--- src/rtl/occupancy_controller.sv ---
// rtl/occupancy_controller.sv - car-park beam decoder FSM with saturating occupancy counter
module occupancy_controller #(
  parameter int COUNT_W   = 4,
  parameter int MAX_COUNT = 15
) (
  input  logic               clk,
  input  logic               reset,
  input  logic               a,
  input  logic               b,
  output logic               inc,
  output logic               dec,
  output logic [COUNT_W-1:0] count,
  output logic               full,
  output logic               empty,
  output logic               seq_err,
  output logic               sat_err
);

  typedef enum logic [2:0] {
    IDLE = 3'd0,
    EN1  = 3'd1,
    EN2  = 3'd2,
    EN3  = 3'd3,
    EX1  = 3'd4,
    EX2  = 3'd5,
    EX3  = 3'd6,
    WAIT = 3'd7
  } state_t;

  localparam logic [COUNT_W-1:0] CNT_MAX = COUNT_W'(MAX_COUNT);

  state_t             state_q, state_d;
  logic               inc_q, inc_d;
  logic               dec_q, dec_d;
  logic               seq_err_q, seq_err_d;
  logic               sat_err_q, sat_err_d;
  logic [COUNT_W-1:0] count_q, count_d;

  logic [1:0] ab;
  logic [1:0] held_ab;

  assign ab = {a, b};

  // Sensor pattern each tracking state was entered on; WAIT has none and is handled on its own.
  always_comb begin
    held_ab = 2'b00;
    case (state_q)
      EN1, EX3: held_ab = 2'b10;
      EN2, EX2: held_ab = 2'b11;
      EN3, EX1: held_ab = 2'b01;
      default:  held_ab = 2'b00;
    endcase
  end

  // Next state and pulse decode; a double-bit jump overrides the per-state table.
  always_comb begin
    state_d   = state_q;
    inc_d     = 1'b0;
    dec_d     = 1'b0;
    seq_err_d = 1'b0;
    if (state_q == WAIT) begin
      if (ab == 2'b00) state_d = IDLE;
    end else if (ab == held_ab) begin
      state_d = state_q;
    end else if ((ab ^ held_ab) == 2'b11) begin
      seq_err_d = 1'b1;
      state_d   = (ab == 2'b00) ? IDLE : WAIT;
    end else begin
      case (state_q)
        IDLE: state_d = (ab == 2'b10) ? EN1 : EX1;
        EN1:  state_d = (ab == 2'b11) ? EN2 : IDLE;
        EN2:  state_d = (ab == 2'b01) ? EN3 : EN1;
        EN3: begin
          if (ab == 2'b00) begin
            state_d = IDLE;
            inc_d   = 1'b1;
          end else begin
            state_d = EN2;
          end
        end
        EX1:  state_d = (ab == 2'b11) ? EX2 : IDLE;
        EX2:  state_d = (ab == 2'b10) ? EX3 : EX1;
        EX3: begin
          if (ab == 2'b00) begin
            state_d = IDLE;
            dec_d   = 1'b1;
          end else begin
            state_d = EX2;
          end
        end
        default: state_d = IDLE;
      endcase
    end
  end

  // Saturating counter update, applied on the same edge that registers inc/dec.
  always_comb begin
    count_d   = count_q;
    sat_err_d = 1'b0;
    if (inc_d) begin
      if (count_q == CNT_MAX) sat_err_d = 1'b1;
      else                    count_d   = count_q + 1'b1;
    end else if (dec_d) begin
      if (count_q == '0) sat_err_d = 1'b1;
      else               count_d   = count_q - 1'b1;
    end
  end

  // State, pulse and counter registers; reset drops any partial sequence.
  always_ff @(posedge clk or negedge reset) begin
    if (!reset) begin
      state_q   <= IDLE;
      inc_q     <= 1'b0;
      dec_q     <= 1'b0;
      seq_err_q <= 1'b0;
      sat_err_q <= 1'b0;
      count_q   <= '0;
    end else begin
      state_q   <= state_d;
      inc_q     <= inc_d;
      dec_q     <= dec_d;
      seq_err_q <= seq_err_d;
      sat_err_q <= sat_err_d;
      count_q   <= count_d;
    end
  end

  assign inc     = inc_q;
  assign dec     = dec_q;
  assign seq_err = seq_err_q;
  assign sat_err = sat_err_q;
  assign count   = count_q;
  assign full    = (count_q == CNT_MAX);
  assign empty   = (count_q == '0);

endmodule

--- config.mk ---
export PLATFORM = sky130hd
export DESIGN_NAME = occupancy_controller
export DESIGN_NICKNAME = d
export VERILOG_FILES = /design/src/rtl/occupancy_controller.sv
export SDC_FILE = /design/constraint.sdc
export NUM_CORES = 1
export LEC_CHECK = 0
export BUFFER_PORTS_ARGS = -buffer_cell sky130_fd_sc_hd__buf_2
export CAP_MARGIN = 20
export CORE_UTILIZATION = 35
export CTS_BUF_LIST = sky130_fd_sc_hd__clkbuf_2
export DETAILED_ROUTE_END_ITERATION = 16
export SETUP_SLACK_MARGIN = 0.5
export SLEW_MARGIN = 20
export SYNTH_ARGS = -nofsm -noshare
export SYNTH_HDL_FRONTEND = slang
export SYNTH_SLANG_ARGS = --single-unit
--- constraint.sdc ---
create_clock -name clk -period 3.15 [get_ports clk]
set_input_delay 0.63 -clock clk [delete_from_list [all_inputs] [get_ports clk]]
set_output_delay 0.63 -clock clk [all_outputs]
set_load 0.05 [all_outputs]
==> run_results.csv, run 1 <==
group,metric,value,unit
worst_setup_path,end_kind,"flip-flop",
synthesis,synth.avg_cell_area,9.323,um^2
grt,grt_pass1_wl,3360,um
synthesis,synthCells,102,
final_layout,drive_gt1_share,28.07,%
grt,antenna_found_initial,0,
synthesis,synth-edff-count,0,
die,fp.dieH,54.13,um
detailed_routing,dr.pass1.iters,4,
job,maxCapViolCount,0,
sta,rsz0062_at_grt,"false",
synthesis,ys_top_cells_by_count,"dfrtp_1 (11), a21oi_1 (7), ha_1 (6), nand2_1 (6), nor2_1 (6)",
detailed_routing,num_vias,843,
power_and_ir_drop,leakage,0.4621,nW
grt,grt_pass1_vias,769,
die,io-pin-count,14,
detailed_routing,drc,0,
final_layout,fin_nets,126,
sta,final_max_slew_viol_count,0,
clock_network,cts_tree,"yes",
sta,finClkSkew,0.01648,ns
grt,grtUsageTotal,15.77,%
sta,max_freq,405.8,MHz
sta,relSlewSlack,65.99,%
clock_network,cts_setup_buffers,0,
sta,tns,0,ns
synthesis,synth_nets,113,
worst_setup_path,path_class,"flip-flop to flip-flop",
grt,grt.overflow.total,0,
sta,fin_crit,2.464,ns
synthesis,synth_area_leader_cell,"dfrtp_1",
detailed_routing,final_antenna_net_count,0,
power_and_ir_drop,p_per_area,1149,nW/um^2
synthesis,synth.most_common_cell,"dfrtp_1",
clock_network,cts-buffers-inserted,3,
die,row_count,18,
clock_network,cts_buffer_depth,2,
synthesis,ys.flop_type,"dfrtp_1",
synthesis,synth.area.top_cells,"dfrtp_1 (29%), ha_1 (7.9%), a21oi_1 (3.7%)",
sta,hold_violations,0,
die,die-area,2930,um^2
detailed_routing,drt_wl_total,2107,um
clock_network,cts_resized,0,
status,status,"finished, final reports clean",
sta,finalCritPeriodShare,78.22,%
placed_design,port_buffers,13,
die,core,2522,um^2
detailed_routing,drtIter0Drc,18,
final_layout,syn_to_final_growth,10.00,%
sta,worst_pin_slew,0.5060,ns
die,start_util,37.70,%
synthesis,synthArstFlopShare,100.0,%
die,die_x,54.13,um
worst_setup_path,startpoint_type,"flip-flop",
clock_network,htree_levels,1,
sta,finalSetupViolations,0,
clock_network,clockRootBuffer,"clkbuf_2",
final_layout,fin_util,41.47,%
worst_setup_path,crit_fanout,8,
placed_design,routabilityCongestion,0.7522,
clock_network,clkLatencyLatePin,0.27,ns
worst_hold_path,min_path_type,"input pin to async pin",
placed_design,dp_hpwl,1564,um
synthesis,yosysUniqueCellTypes,49,
final_layout,fill_cells,248,
grt,grt_start_max_net_pins,14,
synthesis,synth_area,950.9,um^2
clock_network,cts_sinks,11,
synthesis,yosysWarningCount,0,
clock_network,hold_buffers,0,
synthesis,yosys.area.top_type_share,28.95,%
worst_setup_path,cp_data_required_time,3.34,ns
detailed_routing,viasPerCell,5.854,
synthesis,ys_seq_elements,11,
clock_network,path_clk_slew,0.12,ns
worst_setup_path,crit_arrival,2.65,ns
detailed_routing,wl_per_cell,14.63,um
synthesis,yosysSeqAreaShare,28.95,%
power_and_ir_drop,ir_worst_vdd,592.4,uV
final_layout,diodes,0,
-- per-stage QoR --
step	instances	worst slack [ns]	hold slack (ns)	power, mW	instance area (um^2)
after floorplan	102	0.6712	0.3344	0.9604	950.9
after global placement	140	0.6180	0.5093	1.088	1017
after detailed placement	140	0.5562	0.5086	1.098	1017
after CTS	144	0.5819	0.2048	1.183	1037
after global routing	144	0.4915	0.1955	1.303	1046
final	144	0.6859	0.1980	1.202	1046
-- placed cells by master (no fill, tap or decap), types with 2 or more instances in the layout --
cell type and n:
dfrtp_1 11, a21oi_2 2, o21ai_1 3, inv_1 5, nor3_1 2, o22ai_1 3, o31a_1 2, a211oi_1 3
nand2b_1 2, clkbuf_2 4, buf_2 13, nor2_1 6, xnor2_1 2, ha_1 6, o21ai_0 3, nand3_1 4
nand2_1 6, a21oi_1 6
-- final cells by class --
type,count,area (um^2),share of cell area (%)
clock buffer,4,20.02,1.914
tap,30,37.54,3.589
inverter,6,22.52,2.153
sequential,11,275.3,26.32
multi-input combinational,80,625.6,59.81
timing repair buffer,13,65.06,6.220
-- flip-flops by register name, summed over array words and instances (netlist names) --
register and flops:
dec 1, seq_err 1, count 4, sat_err 1, state_q 3, inc 1
-- power by group --
part / switching (mW) / internal (mW) / leakage, nW
Clock: 0.0494 / 0.0337 / 0.0166
Sequential: 0.0818 / 0.193 / 0.142
Combinational: 0.529 / 0.315 / 0.304
Total: 0.660 / 0.541 / 0.462
-- worst max-delay path, stage by stage (launching register included) --
cell	delay [ns]
dfrtp_1	0.40
inv_1	0.09
ha_1	0.41
nor2_1	0.18
nand3_2	0.19
ha_1	0.34
a21o_1	0.19
a21oi_2	0.20
nor2_1	0.08
and3b_1	0.16
a211oi_1	0.17
-- kinds of logic (layout without fill, tap and decap cells) --
kind of cell / after synthesis / after routing / synth area share (%)
buf+inv: 11 / 23 / 6.184
compound gates: 33 / 33 / 25.66
xor+xnor: 3 / 3 / 2.764
mux: 2 / 2 / 2.631
flops: 11 / 11 / 28.95
fa+ha+maj: 8 / 8 / 11.05
simple gates: 34 / 34 / 22.76
-- metal layers --
layer  global-route usage (%)  vias to the layer above  routed length [um]
met5                        0                        -                   0
met3                    4.237                        4                 136
met2                    24.39                       33                 983
li1                         -                      406                   -
met4                    4.274                        0                  19
met1                    21.27                      400                 968
-- final timing paths --
check,from,endpoint,slack [ns],cells after the start
min in group clk,count[3],count[3],0.58,1
max reg2reg,state_q[0],count[3],0.69,10
min,reset,dec,0.20,1
max,state_q[0],count[3],0.69,10
max in group asynchronous,reset,count[0],2.74,1
min reg2reg,count[3],count[3],0.58,1
Note: power is estimated with default switching activity, not from simulation.
==> inputs of run 2 (changes only) <==
clock period = 2.35 ns   (was 3.15 ns; I/O delays follow)
==> run_results.csv, run 2 (synthesized netlist as in run 1, its figures left out) <==
group,metric,value,unit
sta,final_max_slew_viol_count,0,
sta,fin_crit,1.979,ns
final_layout,fin_nets,136,
detailed_routing,drt_wl_total,2307,um
sta,finalSetupViolations,0,
clock_network,clkLatencyLatePin,0.27,ns
worst_setup_path,end_kind,"flip-flop",
sta,relSlewSlack,65.48,%
final_layout,diodes,0,
power_and_ir_drop,ir_worst_vdd,996.7,uV
detailed_routing,num_vias,874,
power_and_ir_drop,p_total,1.932,mW
sta,finalCritPeriodShare,84.20,%
final_layout,final_cells,154,
worst_setup_path,crit_fanout,4,
worst_setup_path,startpoint_type,"flip-flop",
final_layout,syn_to_final_growth,30.92,%
power_and_ir_drop,leakage,0.5142,nW
final_layout,final_cell_mix,"buf_2 (11), buf_4 (8), dfrtp_1 (7)",
clock_network,cts_buffer_depth,2,
job,maxCapViolCount,0,
status,status,"finished, final reports clean",
placed_design,port_buffers,13,
power_and_ir_drop,p_per_area,1552,nW/um^2
die,row_count,18,
sta,finClkSkew,0.005125,ns
die,die-area,2930,um^2
sta,rsz0062_at_grt,"true",
worst_setup_path,cp_data_required_time,2.50,ns
grt,grt_pass1_wl,3712,um
worst_hold_path,min_path_type,"input pin to async pin",
clock_network,htree_levels,1,
worst_setup_path,r2r-start,"state_q[0]",
sta,hold_violations,0,
die,die_x,54.13,um
worst_setup_path,path_class,"flip-flop to flip-flop",
clock_network,path_clk_slew,0.11,ns
grt,antenna_found_initial,0,
die,core,2522,um^2
grt,grtUsageTotal,18.26,%
grt,grt_start_max_net_pins,12,
placed_design,routabilityCongestion,0.8670,
final_layout,fill_cells,252,
sta,worst_pin_slew,0.5141,ns
detailed_routing,drtIter0Drc,15,
sta,max_freq,505.4,MHz
detailed_routing,final_antenna_net_count,0,
sta,tns,0,ns
final_layout,largest_reg_flops,4,
grt,grt_pass1_vias,745,
detailed_routing,wl_per_cell,14.98,um
grt,grt.overflow.total,0,
placed_design,dp_hpwl,1623,um
clock_network,cts_tree,"yes",
die,fp.dieH,54.13,um
detailed_routing,dr.pass1.iters,4,
worst_setup_path,worstSetupStartpoint,"state_q[0]",
final_layout,drive_gt1_share,51.61,%
clock_network,cts_sinks,11,
clock_network,clockRootBuffer,"clkbuf_2",
final_layout,layout_commonest_cell,"buf_2",
clock_network,cts-buffers-inserted,3,
placed_design,dp_cells,142,
worst_setup_path,crit_arrival,2.13,ns
clock_network,hold_buffers,0,
die,start_util,37.70,%
detailed_routing,viasPerCell,5.675,
die,io-pin-count,14,
detailed_routing,drc,0,
-- run 2: changes by cell type in the layout (fill, tap and decap cells not counted), moves of 2 or more --
| cell | before | now |
|---|---|---|
| buf_4 | 0 | 8 |
| ha_1 | 6 | 1 |
| dfrtp_1 | 11 | 7 |
| dfrtp_2 | 0 | 4 |
| buf_6 | 0 | 3 |
| ha_2 | 0 | 3 |
| a211oi_1 | 3 | 1 |
| a211oi_2 | 0 | 2 |
| buf_2 | 13 | 11 |
| ha_4 | 0 | 2 |
| inv_1 | 5 | 3 |
| inv_2 | 1 | 3 |
| o21ai_2 | 0 | 2 |
-- run 2: path summary, 6_finish.rpt --
| kind | end | slack (ns) | depth (start not counted) |
|---|---|---|---|
| min in group clk | count[3] | 0.57 | 1 |
| min | sat_err | 0.05 | 1 |
| min reg2reg | count[3] | 0.57 | 1 |
| max | count[3] | 0.37 | 10 |
| max in group asynchronous | count[3] | 2.08 | 1 |
| max reg2reg | count[3] | 0.37 | 10 |
-- run 2: area by class of cell --
class	count	area, um^2	area share [%]
Sequential cell	11	280.3	22.51
Timing Repair Buffer	23	156.4	12.56
Clock buffer	4	20.02	1.608
Multi-Input combinational cell	80	728.2	58.49
Tap cell	30	37.54	3.015
Inverter	6	22.52	1.809
-- run 2: report_power, final --
group          leakage [nW]  internal [mW]  switching [mW]
Combinational         0.361          0.619           0.813
Clock                0.0166         0.0452          0.0667
Sequential            0.137          0.266           0.122
-- run 2: repair_timing --
action	4_1_cts	5_1_grt
endpoints found under the setup margin	9	10
buffers inserted	7	1
pin swaps	12	7
cloned	0	0
gates resized for setup	11	10
-- run 2: worst max-delay path, stage by stage, from the launching register on --
cell and delay, ns:
dfrtp_1 0.43, inv_2 0.09, ha_4 0.21, nor2_4 0.09
nand3_4 0.11, ha_4 0.23, a21o_1 0.15, a21oi_2 0.18
nand3_1 0.09, mux2i_1 0.19, a211oi_2 0.09
-- run 2: routing by layer --
layer  wire length (um)  GRT usage [%]  vias to the layer above
met5                  0              0                        -
met3                 96          5.085                        2
li1                   -              -                      425
met1               1109          24.96                      429
met2               1090          27.03                       18
met4                 10          6.410                        0
-- run 2: through the flow --
stage	utilization [%]	instance area [um^2]	hold slack [ns]	worst slack, ns
floorplan	-	1018	0.1744	0.2373
global placement	43.30	1092	0.3545	0.1838
detailed placement	43.30	1092	0.3545	0.1535
CTS	47.57	1200	0.04542	0.3349
global route	49.36	1245	0.03522	0.2098
finish	49.36	1245	0.04704	0.3714
==> inputs of run 3 (changes only) <==
ABC_AREA = 1   (was not set)
clock period = 1.7 ns   (was 2.35 ns; I/O delays follow)
==> run_results.csv, run 3 <==
group,metric,value,unit
status,status,"finished with violations",
status,violations,"setup timing",
grt,grt_start_max_net_pins,12,
clock_network,cts_buffer_depth,2,
detailed_routing,num_vias,992,
placed_design,routabilityCongestion,0.8659,
synthesis,synth.most_common_cell,"nand2_1",
synthesis,synth.avg_cell_area,8.122,um^2
final_layout,fin_nets,178,
synthesis,synth.area.top_cells,"dfrtp_1 (29%), nand2_1 (11%), ha_1 (7.8%)",
placed_design,dp_hpwl,1714,um
worst_setup_path,crit_path_cell_trace,"inv_4 -> ha_4 -> nand2_4 -> nand2_4 -> inv_2 -> nand2_2 -> nand2_2 -> nand3_4 -> nand2_8 -> ha_4 -> buf_4 -> buf_4 -> xor2_1 -> nand3_1 -> nand2_1",
synthesis,yosysWarningCount,0,
sta,final_max_slew_viol_count,0,
worst_setup_path,crit_arrival,2.27,ns
detailed_routing,viasPerCell,5.061,
synthesis,synth-edff-count,0,
die,die_x,54.33,um
final_layout,syn_to_final_growth,67.49,%
worst_setup_path,crit_slowest_cell,"dfrtp_2",
final_layout,diodes,0,
worst_setup_path,path_class,"flip-flop to flip-flop",
clock_network,path_clk_slew,0.13,ns
worst_setup_path,crit_family,"simple AND/OR/NAND/NOR gates",
sta,finClkSkew,0.005303,ns
final_layout,finalInstanceArea,1605,um^2
worst_hold_path,min_path_type,"input pin to async pin",
clock_network,clockRootBuffer,"clkbuf_2",
synthesis,synth_nets,129,
grt,grt.overflow.total,0,
sta,worst_pin_slew,0.3722,ns
sta,finalSetupViolations,11,
worst_setup_path,r2r.worst_path.cells,15,
power_and_ir_drop,ir_worst_vdd,1651,uV
placed_design,dpl_cell_area,1220,um^2
detailed_routing,dr.pass1.iters,5,
final_layout,final_cells,196,
synthesis,synthCells,118,
final_layout,final_cell_mix,"buf_4 (30), nand2_1 (25), inv_1 (9)",
worst_setup_path,slowest_delay,0.49,ns
job,maxCapViolCount,0,
die,fp.dieH,54.33,um
placed_design,port_buffers,13,
synthesis,ys_seq_elements,11,
synthesis,synth_area,958.4,um^2
clock_network,cts_sinks,11,
synthesis,ys.flop_type,"dfrtp_1",
final_layout,layout_commonest_cell,"buf_4",
sta,max_freq,475.3,MHz
worst_setup_path,crit_fanout,4,
detailed_routing,wl_per_cell,13.62,um
power_and_ir_drop,p_per_area,2225,nW/um^2
die,die-area,2952,um^2
sta,tns,-2.967,ns
worst_setup_path,cp_num_buf_inv,4,
clock_network,cts_tree,"yes",
power_and_ir_drop,leakage,0.7609,nW
final_layout,drive_gt1_share,63.25,%
clock_network,cts-buffers-inserted,3,
synthesis,ys_top_cells_by_count,"nand2_1 (28), inv_1 (12), dfrtp_1 (11), nand3_1 (9), nand2_2 (8)",
synthesis,yosysSeqAreaShare,28.72,%
clock_network,htree_levels,1,
grt,antenna_found_initial,0,
die,io-pin-count,14,
sta,hold_violations,0,
detailed_routing,drtIter0Drc,29,
detailed_routing,drt_wl_total,2669,um
worst_setup_path,end_kind,"flip-flop",
sta,layout_setup_ws,-0.4038,ns
placed_design,dp_cells,175,
grt,grt_pass1_wl,4043,um
sta,finalCritPeriodShare,123.8,%
grt,grt_pass1_vias,945,
grt,grtUsageTotal,18.93,%
synthesis,yosysUniqueCellTypes,30,
synthesis,synthArstFlopShare,100.0,%
worst_setup_path,startpoint_type,"flip-flop",
clock_network,clkLatencyLatePin,0.26,ns
sta,relSlewSlack,75.05,%
synthesis,yosys.area.top_type_share,28.72,%
detailed_routing,final_antenna_net_count,0,
die,core,2522,um^2
sta,whs,0.4650,ns
sta,fin_crit,2.104,ns
final_layout,largest_reg_flops,4,
die,row_count,18,
synthesis,synth_area_leader_cell,"dfrtp_1",
worst_setup_path,cp_data_required_time,1.87,ns
sta,rsz0062_at_grt,"true",
detailed_routing,drc,0,
worst_setup_path,cp.depth,15,
die,start_util,38.00,%
final_layout,fill_cells,190,
[run 3: kinds of logic after synthesis]
group                      count (synthesis)  synth area share [%]
adders and majority gates                  7                 9.922
AOI/OAI and AO/OA                         10                 7.702
and+or+nand+nor                           69                 41.91
buffers and inverters                     19                 9.138
xor gates and xnor gates                   2                 2.612
DFF                                       11                 28.72
[run 3: timing repair]
action / 4_1_cts / 5_1_grt
gates resized for setup: 45 / 18
hold buffers: 1 / 0
setup endpoints to repair: 18 / 21
setup buffers: 8 / 8
endpoints found under the hold margin: 11 / 0
pin swaps: 14 / 9
[run 3: power by group]
part | internal, mW | switching (mW) | leakage, nW
Sequential | 0.377 | 0.234 | 0.134
Combinational | 1.31 | 1.49 | 0.610
Clock | 0.0624 | 0.0998 | 0.0166
[run 3: final timing paths]
path | startpoint | endpoint | slack (ns)
max in group asynchronous | reset | state_q[1] | 1.01
min in group clk | b | state_q[2] | 0.61
worst max register to register | state_q[1] | count[2] | -0.40
worst min-delay path | reset | sat_err | 0.47
worst min register to register | count[3] | count[3] | 0.63
worst max-delay path | state_q[1] | count[2] | -0.40
[run 3: per-stage QoR]
stage	power (mW)	utilization [%]	setup WS [ns]
global route	3.816	63.64	-0.5231
CTS	3.140	58.58	-0.3956
detailed placement	2.453	48.36	-0.4561
floorplan	1.981	-	-0.3336
global placement	2.406	48.36	-0.3891
finish	3.572	63.64	-0.4038
[run 3: layer usage]
metal  vias up  global-route usage (%)  part of all wire [%]
met5         -                       0                     0
met2        43                   31.50                    48
met3        10                   4.444                   6.1
met4         0                   5.128                   1.9
li1        473                       -                     -
met1       466                   24.17                    44
[run 3: layout make-up]
class	instances	area [um^2]	area share [%]
Tap cell	30	37.54	2.338
Timing Repair Buffer	46	400.4	24.94
Inverter	17	76.32	4.754
Clock buffer	4	20.02	1.247
Sequential cell	11	284.0	17.69
Multi-Input combinational cell	88	787.0	49.03
[run 3: worst register-to-register path: cells and delay by family (launching register included)]
kind / cells / cell delay, ns
AND/OR/NAND/NOR: 8 / 0.57
buffers and inverters: 4 / 0.39
flip-flops: 1 / 0.49
adder cells (fa/ha/maj): 2 / 0.41
XOR/XNOR: 1 / 0.15
